## src/rtl/ultrasonic_pkg.sv

```systemverilog
// ---------------------------------------------------------------------------
// ultrasonic_pkg
//   Shared definitions for the ultrasonic ranging blocks: the echo_meter FSM
//   state type, the default timing constants for a 25 MHz clock, and the
//   9-bit distance type that the display logic also consumes.
//
//   No ports (package).
// ---------------------------------------------------------------------------
package ultrasonic_pkg;

    // Measurement FSM states.
    typedef enum logic [1:0] {
        IDLE      = 2'd0,
        WAIT_RISE = 2'd1,
        MEASURE   = 2'd2,
        DONE      = 2'd3
    } meter_state_t;

    // 58 us of round-trip echo per centimetre at 25 MHz.
    localparam int DEF_TICKS_PER_CM = 1450;
    // 20 ms allowed between arming and the echo rising.
    localparam int DEF_WAIT_LIMIT   = 500000;
    // Largest distance the sensor is trusted to report.
    localparam int DEF_MAX_CM       = 400;

    localparam int DISTANCE_W = 9;
    typedef logic [DISTANCE_W-1:0] distance_t;

    // Bits needed for a counter that runs 0..limit-1, never less than one bit.
    function automatic int cnt_width(input int limit);
        return (limit <= 2) ? 1 : $clog2(limit);
    endfunction

endpackage

```

## src/rtl/echo_sync.sv

```systemverilog
// ---------------------------------------------------------------------------
// echo_sync
//   Brings the raw asynchronous echo line into the clk_in domain through a
//   two-flop synchronizer and produces single-cycle rise/fall pulses from the
//   synchronized level. Edges appear two cycles after the pin changes.
//
//   Optional feature, macro ECHO_GLITCH_FILTER_EN: the synchronized level is
//   only accepted once it has held the same value for four consecutive
//   samples. This delays both edges by four more cycles and swallows any
//   pulse shorter than that.
//
//   Ports:
//     clk_in     in   clock, all flops on the rising edge
//     rst_n      in   asynchronous active-low reset
//     echo       in   raw sensor echo line (asynchronous)
//     echo_rise  out  one-cycle pulse on a rising edge of the accepted level
//     echo_fall  out  one-cycle pulse on a falling edge of the accepted level
// ---------------------------------------------------------------------------
module echo_sync (
    input  logic clk_in,
    input  logic rst_n,
    input  logic echo,
    output logic echo_rise,
    output logic echo_fall
);

    logic sync1_q, sync1_d;
    logic sync2_q, sync2_d;
    logic prev_q, prev_d;
    logic level;

    // Synchronizer chain: pure shift, no logic between the two flops.
    always_comb begin
        sync1_d = echo;
        sync2_d = sync1_q;
    end

    always_ff @(posedge clk_in or negedge rst_n) begin
        if (!rst_n) begin
            sync1_q <= 1'b0;
            sync2_q <= 1'b0;
        end else begin
            sync1_q <= sync1_d;
            sync2_q <= sync2_d;
        end
    end

`ifdef ECHO_GLITCH_FILTER_EN
    logic       filt_q, filt_d;
    logic [1:0] run_q, run_d;

    // run counts how many samples in a row have disagreed with the accepted
    // level; the fourth disagreeing sample flips the accepted level. Any
    // agreeing sample restarts the count, so short spikes never get through.
    always_comb begin
        filt_d = filt_q;
        run_d  = 2'd0;
        if (sync2_q != filt_q) begin
            if (run_q == 2'd3) begin
                filt_d = sync2_q;
            end else begin
                run_d = run_q + 2'd1;
            end
        end
    end

    always_ff @(posedge clk_in or negedge rst_n) begin
        if (!rst_n) begin
            filt_q <= 1'b0;
            run_q  <= 2'd0;
        end else begin
            filt_q <= filt_d;
            run_q  <= run_d;
        end
    end

    assign level = filt_q;
`else
    assign level = sync2_q;
`endif

    // Edge detector: remember the previous accepted level.
    always_comb begin
        prev_d = level;
    end

    always_ff @(posedge clk_in or negedge rst_n) begin
        if (!rst_n) begin
            prev_q <= 1'b0;
        end else begin
            prev_q <= prev_d;
        end
    end

    // A line that is already high produces no rise here; it has to go low
    // and come back before another rise pulse appears.
    assign echo_rise = level & ~prev_q;
    assign echo_fall = ~level & prev_q;

endmodule

```

## src/rtl/echo_meter.sv

```systemverilog
// ---------------------------------------------------------------------------
// echo_meter
//   Times the echo pulse of an ultrasonic range sensor and reports the
//   distance in whole centimetres. After the trigger pulse the controller
//   strobes start; the block then waits for the echo to rise, measures how
//   long it stays high in units of TICKS_PER_CM clock cycles, and publishes
//   the completed centimetre count with a one-cycle valid strobe. A missing
//   echo (no rise within WAIT_LIMIT cycles) or an echo longer than MAX_CM
//   centimetres ends the measurement with the sticky timeout flag instead.
//
//   Parameters:
//     TICKS_PER_CM  clk_in cycles per centimetre of distance
//     WAIT_LIMIT    cycles allowed from arming to echo rise
//     MAX_CM        distance at which a still-high echo is abandoned
//
//   Ports:
//     clk_in       in   25 MHz clock, all logic on its rising edge
//     rst_n        in   asynchronous active-low reset
//     start        in   one-cycle arm strobe at the end of the trigger pulse
//     echo         in   raw asynchronous sensor echo line
//     distance_cm  out  last successfully measured distance
//     valid        out  one-cycle strobe when distance_cm updates
//     timeout      out  sticky, set when the last measurement failed
//     busy         out  high while waiting for or measuring an echo
//
//   Optional feature, macro ECHO_GLITCH_FILTER_EN: enables the echo glitch
//   filter inside echo_sync (four extra cycles of latency on both edges).
// ---------------------------------------------------------------------------
module echo_meter
    import ultrasonic_pkg::*;
#(
    parameter int TICKS_PER_CM = DEF_TICKS_PER_CM,
    parameter int WAIT_LIMIT   = DEF_WAIT_LIMIT,
    parameter int MAX_CM       = DEF_MAX_CM
) (
    input  logic      clk_in,
    input  logic      rst_n,
    input  logic      start,
    input  logic      echo,
    output distance_t distance_cm,
    output logic      valid,
    output logic      timeout,
    output logic      busy
);

    localparam int WAIT_W  = cnt_width(WAIT_LIMIT);
    localparam int PRESC_W = cnt_width(TICKS_PER_CM);
    localparam int CM_W    = cnt_width(MAX_CM);

    localparam logic [WAIT_W-1:0]  WAIT_LAST  = WAIT_W'(WAIT_LIMIT - 1);
    localparam logic [PRESC_W-1:0] PRESC_LAST = PRESC_W'(TICKS_PER_CM - 1);
    localparam logic [CM_W-1:0]    CM_LAST    = CM_W'(MAX_CM - 1);

    meter_state_t        state_q, state_d;
    logic [WAIT_W-1:0]   wait_cnt_q, wait_cnt_d;
    logic [PRESC_W-1:0]  presc_q, presc_d;
    logic [CM_W-1:0]     cm_q, cm_d;
    distance_t           dist_q, dist_d;
    logic                timeout_q, timeout_d;

    logic echo_rise;
    logic echo_fall;
    logic presc_wrap;

    echo_sync u_echo_sync (
        .clk_in    (clk_in),
        .rst_n     (rst_n),
        .echo      (echo),
        .echo_rise (echo_rise),
        .echo_fall (echo_fall)
    );

    assign presc_wrap = (presc_q == PRESC_LAST);

    // Next-state and counter logic. Counters hold their value by default and
    // only move in the state that owns them. The wait counter covers
    // 0..WAIT_LIMIT-1 and the cm counter 0..MAX_CM-1; the step that would
    // take either one to its limit is the timeout, so neither can wrap.
    always_comb begin
        state_d    = state_q;
        wait_cnt_d = wait_cnt_q;
        presc_d    = presc_q;
        cm_d       = cm_q;
        dist_d     = dist_q;
        timeout_d  = timeout_q;

        case (state_q)
            IDLE: begin
                if (start) begin
                    state_d    = WAIT_RISE;
                    wait_cnt_d = '0;
                    timeout_d  = 1'b0;
                end
            end

            WAIT_RISE: begin
                if (echo_rise) begin
                    state_d = MEASURE;
                    presc_d = '0;
                    cm_d    = '0;
                end else if (wait_cnt_q == WAIT_LAST) begin
                    state_d   = IDLE;
                    timeout_d = 1'b1;
                end else begin
                    wait_cnt_d = wait_cnt_q + 1'b1;
                end
            end

            MEASURE: begin
                if (echo_fall) begin
                    // The fall cycle is still echo-high time, so a wrap
                    // landing on it completes one more centimetre.
                    state_d = DONE;
                    if (presc_wrap) begin
                        dist_d = distance_t'(cm_q) + 1'b1;
                    end else begin
                        dist_d = distance_t'(cm_q);
                    end
                end else if (presc_wrap) begin
                    if (cm_q == CM_LAST) begin
                        state_d   = IDLE;
                        timeout_d = 1'b1;
                    end else begin
                        presc_d = '0;
                        cm_d    = cm_q + 1'b1;
                    end
                end else begin
                    presc_d = presc_q + 1'b1;
                end
            end

            DONE: begin
                if (start) begin
                    state_d    = WAIT_RISE;
                    wait_cnt_d = '0;
                    timeout_d  = 1'b0;
                end else begin
                    state_d = IDLE;
                end
            end

            default: begin
                state_d = IDLE;
            end
        endcase
    end

    // State and datapath registers.
    always_ff @(posedge clk_in or negedge rst_n) begin
        if (!rst_n) begin
            state_q    <= IDLE;
            wait_cnt_q <= '0;
            presc_q    <= '0;
            cm_q       <= '0;
            dist_q     <= '0;
            timeout_q  <= 1'b0;
        end else begin
            state_q    <= state_d;
            wait_cnt_q <= wait_cnt_d;
            presc_q    <= presc_d;
            cm_q       <= cm_d;
            dist_q     <= dist_d;
            timeout_q  <= timeout_d;
        end
    end

    // DONE lasts exactly one cycle, so valid is simply the state decode.
    assign valid       = (state_q == DONE);
    assign busy        = (state_q == WAIT_RISE) || (state_q == MEASURE);
    assign timeout     = timeout_q;
    assign distance_cm = dist_q;

endmodule

```

## config.mk

```make
export PLATFORM = sky130hd
export DESIGN_NAME = echo_meter
export DESIGN_NICKNAME = d
export VERILOG_FILES = /design/src/rtl/ultrasonic_pkg.sv /design/src/rtl/echo_sync.sv /design/src/rtl/echo_meter.sv
export SDC_FILE = /design/constraint.sdc
export NUM_CORES = 1
export LEC_CHECK = 0
export ABC_AREA = 1
export BUFFER_PORTS_ARGS = -buffer_cell sky130_fd_sc_hd__clkbuf_2
export CAP_MARGIN = 15
export CORE_UTILIZATION = 64
export CTS_BUF_LIST = sky130_fd_sc_hd__clkbuf_8
export DETAILED_ROUTE_END_ITERATION = 8
export MAX_ROUTING_LAYER = met4
export PLACE_DENSITY = 0.82
export SLEW_MARGIN = 5
export SYNTH_ARGS = -nofsm -noshare
export SYNTH_HDL_FRONTEND = slang
export SYNTH_SLANG_ARGS = --single-unit
```

## constraint.sdc

```tcl
create_clock -name clk_in -period 2.4 [get_ports clk_in]
set_input_delay 0.24 -clock clk_in [delete_from_list [all_inputs] [get_ports clk_in]]
set_output_delay 0.24 -clock clk_in [all_outputs]
set_load 0.03 [all_outputs]
```

=== Word-level counts from Yosys, hierarchy flattened ===
Index checks and enable logic that the tools add are counted.

* $add $sub $neg: 3
* Equal/unequal tests: 20
* Muxes and demuxes: 30
* Bitwise operators: 4
* Reductions and logical operators: 11

{| class="wikitable"
|+ Operator list
! cell !! count
|-
| 19-bit 2-to-1 mux || 3
|-
| 9-bit 2-to-1 mux || 5
|-
| 11-bit 2-to-1 mux || 4
|-
| 19-bit case mux with 2 select lines || 1
|-
| 11-bit case mux with 2 select lines || 1
|-
| 19-bit by 1-bit adder with 19-bit output (second input constant) || 1
|-
| 19-bit equality test (second input constant) || 1
|-
| 2-bit inequality test (second input constant) || 9
|-
| 9-bit case mux with 2 select lines || 1
|-
| 2-bit 2-to-1 mux || 6
|-
| 3-bit inequality test (second input constant) || 4
|-
| 4-bit AND reduction || 3
|-
| 11-bit by 1-bit adder with 11-bit output (second input constant) || 1
|-
| 11-bit equality test (second input constant) || 1
|-
| 9-bit by 1-bit adder with 9-bit output (second input constant) || 1
|-
| 9-bit equality test (second input constant) || 1
|-
| 2-bit case mux with 4 select lines || 1
|-
| 1-bit 2-to-1 mux || 7
|-
| 6-bit AND reduction || 1
|-
| 5-bit AND reduction || 1
|-
| 2-bit equality test (second input constant) || 2
|-
| 2-bit nonzero test || 2
|-
| 1-bit case mux with 3 select lines || 1
|-
| 1-bit bitwise AND || 2
|-
| other kinds (7) || 8
|}

* Register bits: 54
* Bits of input ports: 4
* Output and inout port bits: 12
* Word-level logic and storage cells: 77

=== Longest topological paths before layout ===
* Depth after elaboration: 5
* Gate-level depth with buffers: 11
* Mapped depth without buffers: 11

=== Cells and area by module ===
A second synthesis with hierarchy kept.

* Cell total of the unflattened synthesis: 461
* Area total of the unflattened synthesis: 3309.4 µm²

{| class="wikitable"
|+ By module, submodules not included
! module !! times used !! cells each !! area an instance (µm²) !! sequential area each (µm²)
|-
| echo_meter || 1 || 454 || 3219.3 || 1276.2
|-
| echo_sync || 1 || 7 || 90.1 || 75.1
|}

=== Least setup slack after synthesis ===
Ideal clock, no wire load.

* Path kind: flip-flop to flip-flop
* Start point: register state_q[0]
* End point: register wait_cnt_q[17]
* Library setup time: 0.065 ns
* Data arrival time: 1.852 ns
* Data required time: 2.335 ns
* Slack: 0.484 ns
* Stages on the path, launching flop included: 9
* Buffers on the path: 1
* Clock period less this slack: 1.916 ns
* Cell sequence: dfrtp_1 -> inv_1 -> ha_1 -> nor2_1 -> clkinv_1 -> nand2_8 -> buf_6 -> nand2_1 -> nand2_1

* Word-level cells in the longest chain between the ends: 4
* Elaborated cells between the ends (all ways): 10
* Those cells by class: eq/ne (5); mux (1); reduce/logical (4)

{| class="wikitable"
|+ Ends and longest elaborated chain
! what !! line !! RTL
|-
| start, declared || echo_meter.sv:54 || <nowiki>meter_state_t state_q, state_d;</nowiki>
|-
| start signal, assigned || echo_meter.sv:158 || <nowiki>state_q <= state_d;</nowiki>
|-
| 2-bit equality test or 2-bit zero test (tied branches) || echo_meter.sv:87 || <nowiki>case (state_q)</nowiki>
|-
| 2-bit OR reduction (no line) || - ||
|-
| 2-bit by 1-bit inequality test with 1-bit output (no line) or 2-bit nonzero test (tied branches) || - ||
|-
| 4-bit AND reduction (no line) || - ||
|-
| end signal, assigned || echo_meter.sv:159 || <nowiki>wait_cnt_q <= wait_cnt_d;</nowiki>
|-
| end, declared || echo_meter.sv:55 || <nowiki>logic [WAIT_W-1:0] wait_cnt_q, wait_cnt_d;</nowiki>
|}

Several ways; a longest one is shown, not always the timed one.
A chain may end at the register's enable or synchronous reset.

=== Worst setup path after layout ===
* Start point: register state_q[0]
* End point: register cm_q[4]

* Word-level cells in the longest chain between the ends: 3
* Elaborated cells between the ends (all ways): 9
* Those cells by class: eq/ne (6); mux (1); reduce/logical (2)

{| class="wikitable"
|+ Ends and longest elaborated chain
! what !! line !! RTL
|-
| 2-bit equality test or 2-bit by 1-bit equality test with 1-bit output (tied branches) || echo_meter.sv:87 ||
|-
| 2-bit inequality test (no line) or 2-bit nonzero test (tied branches) || - ||
|-
| 5-bit AND reduction (no line) || - ||
|-
| end signal, assigned || echo_meter.sv:161 || <nowiki>cm_q <= cm_d;</nowiki>
|-
| end, declared || echo_meter.sv:57 || <nowiki>logic [CM_W-1:0] cm_q, cm_d;</nowiki>
|}

Several ways; a longest one is shown, not always the timed one.

==> results.md <==
- Total wire length: 7561 um
- I/O pin count: 16
- Max Buffers Root-to-Sink: 2
- Mapped Nets: 518
- Synthesized cell area: 0.003587 mm2
- Worst Path Buf+Inv: 1
- Status: finished, final reports clean
- Total GRT Usage: 0.2917
- RSZ-0062 raised after global routing: no
- Critical Path RT: 2.59 ns
- DR DRC count: 0
- Root Buffer: clkbuf_8
- Synth top area share: 0.3767
- Yosys reg bits: 54
- DP Cell Count: 582
- Die Wd: 76.87 um
- Largest cells by area after synthesis: dfrtp_1, nand2_1, nor2_1
- CP Class: flop to flop
- Die H: 76.87 um
- Synth unique cells: 38
- Starting Density: 0.6849
- Initial antenna violation count: 0
- Number of clock sinks: 54
- Min cycle time layout: 2.058 ns
- Die area: 0.005908 mm2
- GPL Wtd Cong: 0.9649
- Reg2Reg Setup Slack: 0.34 ns
- WL/cell: 12.86 um
- HPWL Detailed: 5509 um
- Max Slew Vio Count: 0
- Worst hold slack: 0.03606 ns
- Vias in the first global route: 2960
- DR pass1 iterations: 5
- Worst-margin pin slew: 0.6656 ns
- CTS Buf Count: 5
- Final Cycle Share: 0.8573
- Synth Area per Inst: 7.103 um2
- Ratio of cells with drive above 1 in the final layout: 0.1158
- Largest net degree at the start of global routing: 55
- H-tree depth: 2
- Vias per Instance: 5.500
- Placement Setup Slack: 0.4281 ns
- GR Overflow Total: 0
- Worst IR drop on VDD: 0.7466 mV
- Hold Vio Cnt, Final: 0
- Cells after Synth: 505
- Max Cap Viol: 0
- Slew HR: 0.5563
- I/O Buffers: 15
- Final core occ: 0.7215
- Placeable Area: 0.005238 mm2
- Seq/Total Area, Yosys: 0.3767
- Num rows: 26
- CP arrival: 2.25 ns
- Reg clk slew, reported paths: 0.09 ns
- P per Cell Area: 674.7 mW/mm2
- Fmax: 486.0 MHz
- Initial DRC count: 243
- FFs w/ async S/R, synth: 1.000
- Crit end category: flop
- Area Overhead vs Synth: 5.336%
- Lkg Pwr: 1.776 nW
- Nets@finish: 532
- Max Fanout on Critical Path: 18
- Clk Latency, worst-skew pair: 0.30 ns
- Setup tns final: 0 ns
- Global-route wire length before repair: 13370 um
- Routed vias: 3234
- Crit path cell chain: inv_1, ha_1, nand2_1, a21oi_2, nand3_4, nand2_1, o21ai_2
- Cts hold-fix bufs: 0
- Class of the worst hold path: primary input to async pin
- CTS tree: yes
- Post-synth EDFFs: 0
- Most frequent cells in the layout: nand2_1, nor2_1, dfrtp_1
- Commonest non-fill, non-tap cell in the layout: nand2_1
- Slowest cell on crit path: dfrtp_1
- Final Skew: 0.007365 ns
- Post-route setup slack: 0.3425 ns
- # diodes: 0
- Finished Layout Cells: 588
- Startpoint types: flop
- Ys flop type: dfrtp_1
- DRT antenna net count: 0
- Post-synth top area cell: dfrtp_1
- Setup violators final: 0
- Most Frequent Cell on Critical Path: nand2_1
- Warnings, synthesis: 0
- Crit-path leading delay family: simple AND/OR/NAND/NOR gates
- Resized Gates After CTS: 0
- Post-CTS Setup Bufs: 0
- CP max stage delay: 0.42 ns
==> final cells by class <==
class	count	area [um2]
timing repair buffer	19	105.1
sequential	54	1351
inverter	42	157.7
multi-input combinational	397	1994
fill	439	1459
tap	70	87.58
clock buffer	6	82.58
==> worst paths after layout <==
| check | to | start | cells past startpoint |
|---|---|---|---|
| max | cm_q[4] | state_q[0] | 7 |
| max reg2reg | cm_q[4] | state_q[0] | 7 |
| max in group asynchronous | distance_cm[5] | rst_n | 2 |
| min reg2reg | u_echo_sync.level | u_echo_sync.sync1_q | 0 |
| min | wait_cnt_q[16] | rst_n | 2 |
| min in group clk_in | u_echo_sync.sync1_q | echo | 1 |
==> metal layers <==
metal | part of all wire | global-route usage | up-vias
met5 | 0 | - | -
met4 | 0.013 | 0.09231 | 0
met3 | 0.055 | 0.04405 | 11
met2 | 0.45 | 0.4357 | 110
met1 | 0.48 | 0.4087 | 1484
li1 | - | - | 1629
==> registers in the layout, indices dropped and copies added, names as in the netlist <==
| name | cells |
|---|---|
| state_q | 2 |
| distance_cm | 9 |
| presc_q | 11 |
| cm_q | 9 |
| u_echo_sync.level | 1 |
| wait_cnt_q | 19 |
| u_echo_sync.sync1_q | 1 |
| timeout | 1 |
| u_echo_sync.prev_q | 1 |
==> synth_stat cells (all sizes together), types with 2 or more instances <==
master / count
and2: 2
nand4: 14
inv: 41
clkbuf: 4
buf: 8
ha: 9
xor2: 14
a21oi: 9
nor2: 70
nor3: 8
a2bb2oi: 2
o21ai: 32
nand2: 191
nand3b: 4
nand3: 37
dfrtp: 54
==> where the power goes <==
part | internal, mW | switching (mW)
registers | 0.982 | 0.0787
logic | 0.263 | 0.731
clock network | 0.223 | 0.272
total | 1.47 | 1.08
==> metrics by stage <==
| stage | cell area [um2] | power (mW) |
|---|---|---|
| global route | 3779 | 2.719 |
| detailed placement | 3696 | 2.064 |
| floorplan | 3587 | 1.846 |
| finish | 3779 | 2.550 |
| global placement | 3696 | 2.032 |
| CTS | 3779 | 2.560 |
==> cell families after synthesis <==
logic type | share of synthesized area
compound gates | 0.07464
flops | 0.3767
fa+ha+maj | 0.03139
xor+xnor | 0.03662
buf+inv | 0.06731
simple gates | 0.4133
(Power assumes the default switching activity.)
